## config.mk

```make
export PLATFORM = sky130hd
export DESIGN_NAME = alu_arbiter
export DESIGN_NICKNAME = d
export VERILOG_FILES = /design/src/rtl/alu_arbiter.sv
export SDC_FILE = /design/constraint.sdc
export NUM_CORES = 1
export LEC_CHECK = 0
export ABC_AREA = 0
export CORE_ASPECT_RATIO = 0.9
export CORE_UTILIZATION = 36
export DETAILED_ROUTE_END_ITERATION = 8
export PLACE_DENSITY = 0.78
export SLEW_MARGIN = 20
export SYNTH_ARGS = -nofsm -noshare
export SYNTH_HDL_FRONTEND = slang
export SYNTH_SLANG_ARGS = --single-unit
```

## constraint.sdc

```tcl
create_clock -name CLK -period 1.9 [get_ports CLK]
set_input_delay 0.285 -clock CLK [delete_from_list [all_inputs] [get_ports CLK]]
set_output_delay 0.285 -clock CLK [all_outputs]
set_load 0.05 [all_outputs]
```

## src/rtl/alu_arbiter.sv

```systemverilog
// alu_arbiter: round-robin sharing of one combinational ALU between two requesters
// Ports:
//   CLK, RST                      clock, synchronous active-high reset
//   req_valid/req_ready [1:0]     per-requester request handshake
//   req_op*/req_a*/req_b*         opcode and operands per requester
//   rsp_valid/rsp_ready [1:0]     per-requester response handshake
//   rsp_o, rsp_z/of/neg           captured result and flags, shared
//   alu_opcode/alu_port_a/b       registered operands to the ALU
//   alu_port_o, alu_z/of/neg      combinational ALU result and flags
//   grant_cnt0/1                  saturating accepted-operation counts
package alu_arbiter_pkg;
    typedef enum logic [2:0] {ALU_ADD, ALU_SUB, ALU_AND, ALU_OR, ALU_XOR} aluop_t;
endpackage

module alu_arbiter
    import alu_arbiter_pkg::*;
#(
    parameter bit RR_INIT = 1'b0,
    parameter int CNT_W   = 16
) (
    input  logic             CLK,
    input  logic             RST,
    input  logic [1:0]       req_valid,
    output logic [1:0]       req_ready,
    input  aluop_t           req_op0,
    input  aluop_t           req_op1,
    input  logic [31:0]      req_a0,
    input  logic [31:0]      req_a1,
    input  logic [31:0]      req_b0,
    input  logic [31:0]      req_b1,
    output logic [1:0]       rsp_valid,
    input  logic [1:0]       rsp_ready,
    output logic [31:0]      rsp_o,
    output logic             rsp_z,
    output logic             rsp_of,
    output logic             rsp_neg,
    output aluop_t           alu_opcode,
    output logic [31:0]      alu_port_a,
    output logic [31:0]      alu_port_b,
    input  logic [31:0]      alu_port_o,
    input  logic             alu_z,
    input  logic             alu_of,
    input  logic             alu_neg,
    output logic [CNT_W-1:0] grant_cnt0,
    output logic [CNT_W-1:0] grant_cnt1
);
    typedef enum logic [1:0] {IDLE, EXEC, RESP} state_t;

    state_t           r_state, w_next;
    logic             r_prio, r_owner;
    aluop_t           r_op;
    logic [31:0]      r_a, r_b;
    logic [34:0]      r_res;
    logic [CNT_W-1:0] r_cnt0, r_cnt1;
    logic             w_win, w_acc;
    logic [1:0]       w_ready;

    always_comb begin
        // a lone requester wins outright; prio only breaks ties
        w_win   = (req_valid == 2'b11) ? r_prio : req_valid[1];
        w_ready = (r_state == IDLE && !RST && |req_valid) ? (w_win ? 2'b10 : 2'b01) : 2'b00;
        w_acc   = |w_ready;
        w_next  = r_state;
        case (r_state)
            IDLE:    w_next = w_acc ? EXEC : IDLE;
            EXEC:    w_next = RESP;
            RESP:    w_next = rsp_ready[r_owner] ? IDLE : RESP;
            default: w_next = IDLE;
        endcase
    end

    always_ff @(posedge CLK) begin
        if (RST) begin
            r_state <= IDLE;
            r_prio  <= RR_INIT;
            r_owner <= 1'b0;
            r_op    <= ALU_ADD;
            r_a     <= '0;
            r_b     <= '0;
            r_res   <= '0;
            r_cnt0  <= '0;
            r_cnt1  <= '0;
        end else begin
            r_state <= w_next;
            if (w_acc) begin
                r_owner <= w_win;
                r_prio  <= !w_win;
                r_op    <= w_win ? req_op1 : req_op0;
                r_a     <= w_win ? req_a1 : req_a0;
                r_b     <= w_win ? req_b1 : req_b0;
                if (w_win)
                    r_cnt1 <= (&r_cnt1) ? r_cnt1 : r_cnt1 + 1'b1;
                else
                    r_cnt0 <= (&r_cnt0) ? r_cnt0 : r_cnt0 + 1'b1;
            end
            // ALU has seen the new operands for a full cycle by the end of EXEC
            if (r_state == EXEC)
                r_res <= {alu_port_o, alu_z, alu_of, alu_neg};
        end
    end

    assign req_ready  = w_ready;
    assign rsp_valid  = (r_state == RESP && !RST) ? (r_owner ? 2'b10 : 2'b01) : 2'b00;
    assign {rsp_o, rsp_z, rsp_of, rsp_neg} = r_res;
    assign alu_opcode = r_op;
    assign alu_port_a = r_a;
    assign alu_port_b = r_b;
    assign grant_cnt0 = r_cnt0;
    assign grant_cnt1 = r_cnt1;
endmodule
```

==> results.sh <==
export IMPL_worstPathRequired_ps=1620
export IMPL_wl_per_cell_microns=16.0
export IMPL_worstSetupEndpointType="primary output"
export IMPL_num_vias=6721
export IMPL_fin_nets=1221
export IMPL_gp_congestion=0.803
export IMPL_placed_area_sq_um=9570
export IMPL_crit_buf_inv=4
export IMPL_finClkSkew_ps=8.22
export IMPL_grt_setup_unrepaired="true"
export IMPL_hold_violations=0
export IMPL_rrSetupSlack_ps=90
export IMPL_wirelength_microns=20300
export IMPL_layout_common_cells="250 x clkdlybuf4s50_1, 150 x nand2_1, 118 x dfxtp_1"
export IMPL_drive_above_1_share_pct=11.9
export IMPL_r2r_start="r_state[0]"
export IMPL_p_sw_mw=2.68
export IMPL_p_int_mw=6.31
export IMPL_drv_cap=0
export IMPL_slew_viol_final=0
export IMPL_timing_worst_slew_pin_value_ps=996
export IMPL_syn_to_final_growth_pct=69.2
export IMPL_cts_root_buf="clkbuf_16"
export IMPL_syn_inst=749
export IMPL_cpMaxStageDelayCell="dfxtp_2"
export IMPL_finalCriticalPeriod_ps=1870
export IMPL_power_leakage_nw=4.18
export IMPL_yosys_warnings=0
export IMPL_dr_pass1_iters=9
export IMPL_cts_clk_slew_worst_paths_ps=60
export IMPL_clkPwrFrac_pct=39.7
export IMPL_synth_ff_type="dfxtp_1"
export IMPL_drc=20
export IMPL_critPathArrivalTime_ps=1580
export IMPL_die_h_microns=125
export IMPL_finalWorstSetupSlack_ps=33.1
export IMPL_layout_commonest_cell="clkdlybuf4s50_1"
export IMPL_synth_largest_area_cell="dfxtp_1"
export IMPL_crit_path_max_fanout=10
export IMPL_power_mw=9.00
export IMPL_outcome="complete, but fails checks"
export IMPL_setup_worst_path_start_class="register"
export IMPL_hp_start="RST"
export IMPL_rows=44
export IMPL_synth_top_area_share_pct=45.4
export IMPL_fill_cells=1422
export IMPL_grt_pass1_wl_microns=32300
export IMPL_ys_top_cells_by_area="dfxtp_1 45%, a311oi_1 9.6%, nand2_1 9.3%"
export IMPL_grt_overflow=0
export IMPL_slew_headroom_pct=33.6
export IMPL_hold_class="in2reg"
export IMPL_syn_num_nets=926
export IMPL_final_area_sq_um=10300
export IMPL_htreeDepth=4
export IMPL_die_x_microns=139
export IMPL_synth_edf_count=0
export IMPL_ys_seq_area_share_pct=45.4
export IMPL_grt_antenna_before_repair=1
export IMPL_fmax_ghz=0.536
export IMPL_clock_sinks=138
export IMPL_first_global_vias=6157
export IMPL_syn_avg_cell_area_sq_um=8.12
export IMPL_timing_critical_path_from="r_state[0]"
export IMPL_floorplan_initialDensity_pct=37.2
export IMPL_pwr_density_cell_nw_per_um2=874
export IMPL_synth_area_sq_um=6080
export IMPL_dieArea_sq_um=17400
export IMPL_port_buffers=312
export IMPL_critical_path_max_stage_delay_ps=340
export IMPL_netSwitchingFraction_pct=29.8
export IMPL_coreArea_sq_um=16400
export IMPL_ys_ff_latch=138
export IMPL_crit_path_cell_trace="nor3_4 > nand3_1 > buf_6 > buf_4 > inv_4 > buf_12"
export IMPL_tritoncts="done"
export IMPL_grt_max_degree=90
export IMPL_p_seq_share_pct=35.6
export IMPL_numCtsBuffers=17
export IMPL_clock_path_buffers=2
export IMPL_p_comb_share_pct=24.7
export IMPL_grt_usage_pct=23.2
export IMPL_preCtsSetupSlack_ps=-60.7
export IMPL_setup_violations=0
export IMPL_cp_top_family="buffers and inverters"
export IMPL_finish_utilization_pct=63.0
export IMPL_hpwl_microns=14200
export IMPL_vdd_drop_max_mv=0.592
export IMPL_yosysUniqueCellTypes=40
export IMPL_path_class="reg2out"
export IMPL_ant_nets=0
export IMPL_period_share_pct=98.3
export IMPL_violations="design-rule violations"
export IMPL_clock_latency_ps=410
export IMPL_io_pins=313
export IMPL_async_flop_share_pct=0
export IMPL_cts_hold_buf=0
export IMPL_drt_iter0_drc=409
export IMPL_viasPerCell=5.31
## flip-flops by register name, indices dropped and copies added, names as in the netlist
signal and flops:
r_prio 1, grant_cnt1 16, r_owner 1, r_res 35, alu_port_b 32, alu_opcode 3, r_state 2, grant_cnt0 16
alu_port_a 32
## what timing repair did
action / in CTS / in global routing
setup buffers: 1 / 1
cloned: 0 / 0
endpoints found under the setup margin: 29 / 28
pin swaps: 1 / 2
resized for setup: 32 / 29
## metal layers
metal	part of all wire, %	GRT usage [%]	wire (microns)	vias up
met1	40	27.5	8100	3099
met4	2.7	10.7	539	0
met2	49	38.1	10000	282
li1	-	-	-	3300
met5	0	0	0	-
met3	8.0	7.58	1630	40
## cells in the mapped netlist, types with 2 or more instances
cell      count
and4_1        4
nand3_1      79
o311ai_0      7
and2_1        2
nand3b_1      2
or3_1         3
ha_1          2
o21ai_0       4
nand4_1      10
nand4_2       3
buf_2        18
nand2b_1      3
dfxtp_1     138
nor3_1        2
nor4_1       11
buf_1         4
mux2_2        9
nor2_1       79
nand2_1     151
or4_1         8
mux2i_1       5
nor2b_1       9
inv_1         7
o41ai_1      10
clkbuf_1     44
a311oi_1     67
a21oi_1      49
o31ai_1       5
nor4_2        3
## power by group through the flow
stage | Sequential [mW] | Combinational (mW) | Clock [mW]
after global routing | 3.23 | 2.37 | 3.78
after global placement | 3.26 | 2.21 | 0
after floorplan | 3.93 | 0.592 | 0
final | 3.21 | 2.22 | 3.57
after CTS | 3.21 | 2.23 | 3.62
after detailed placement | 3.27 | 2.22 | 0
## worst min-delay path, delay by kind of cell
kind | cells | cell delay [ps]
buf+inv | 2 | 350
compound gates | 1 | 60
## worst paths after layout
| check | endpoint | cells after the start |
|---|---|---|
| min reg2reg | r_res[3] | 2 |
| max | req_ready[1] | 6 |
| max reg2reg | grant_cnt0[10] | 5 |
| min | grant_cnt1[1] | 3 |
## through the flow
stage / TNS [ps] / instances / hold slack, ps
6_report: 0 / 1265 / 320
5_1_grt: -69.3 / 1265 / 346
4_1_cts: -20.7 / 1263 / 303
3_5_place_dp: -539 / 1230 / 446
3_3_place_gp: -85.9 / 1230 / 441
2_1_floorplan: 0 / 749 / 421
## cells by family (layout without fill, tap and decap cells)
kind of cell	after synthesis	in the layout	share of synthesized area (%)
compound gates	143	143	17.2
simple gates	377	377	29.3
mux	14	14	2.49
flops	138	138	45.4
buf+inv	75	383	5.18
other cells	0	1	0
fa+ha+maj	2	2	0.411
## layout make-up
class / instances / area (sq um) / area share, %
repair buffers: 344 / 3510 / 34.1
multi-input cells: 536 / 3070 / 29.8
flip-flops and latches: 138 / 2790 / 27.1
clock buffers: 22 / 474 / 4.61
well taps: 207 / 259 / 2.52
clock inverters: 10 / 165 / 1.60
inverters: 7 / 28.8 / 0.280
diodes: 1 / 2.50 / 0.0243
(Power assumes the default switching activity.)
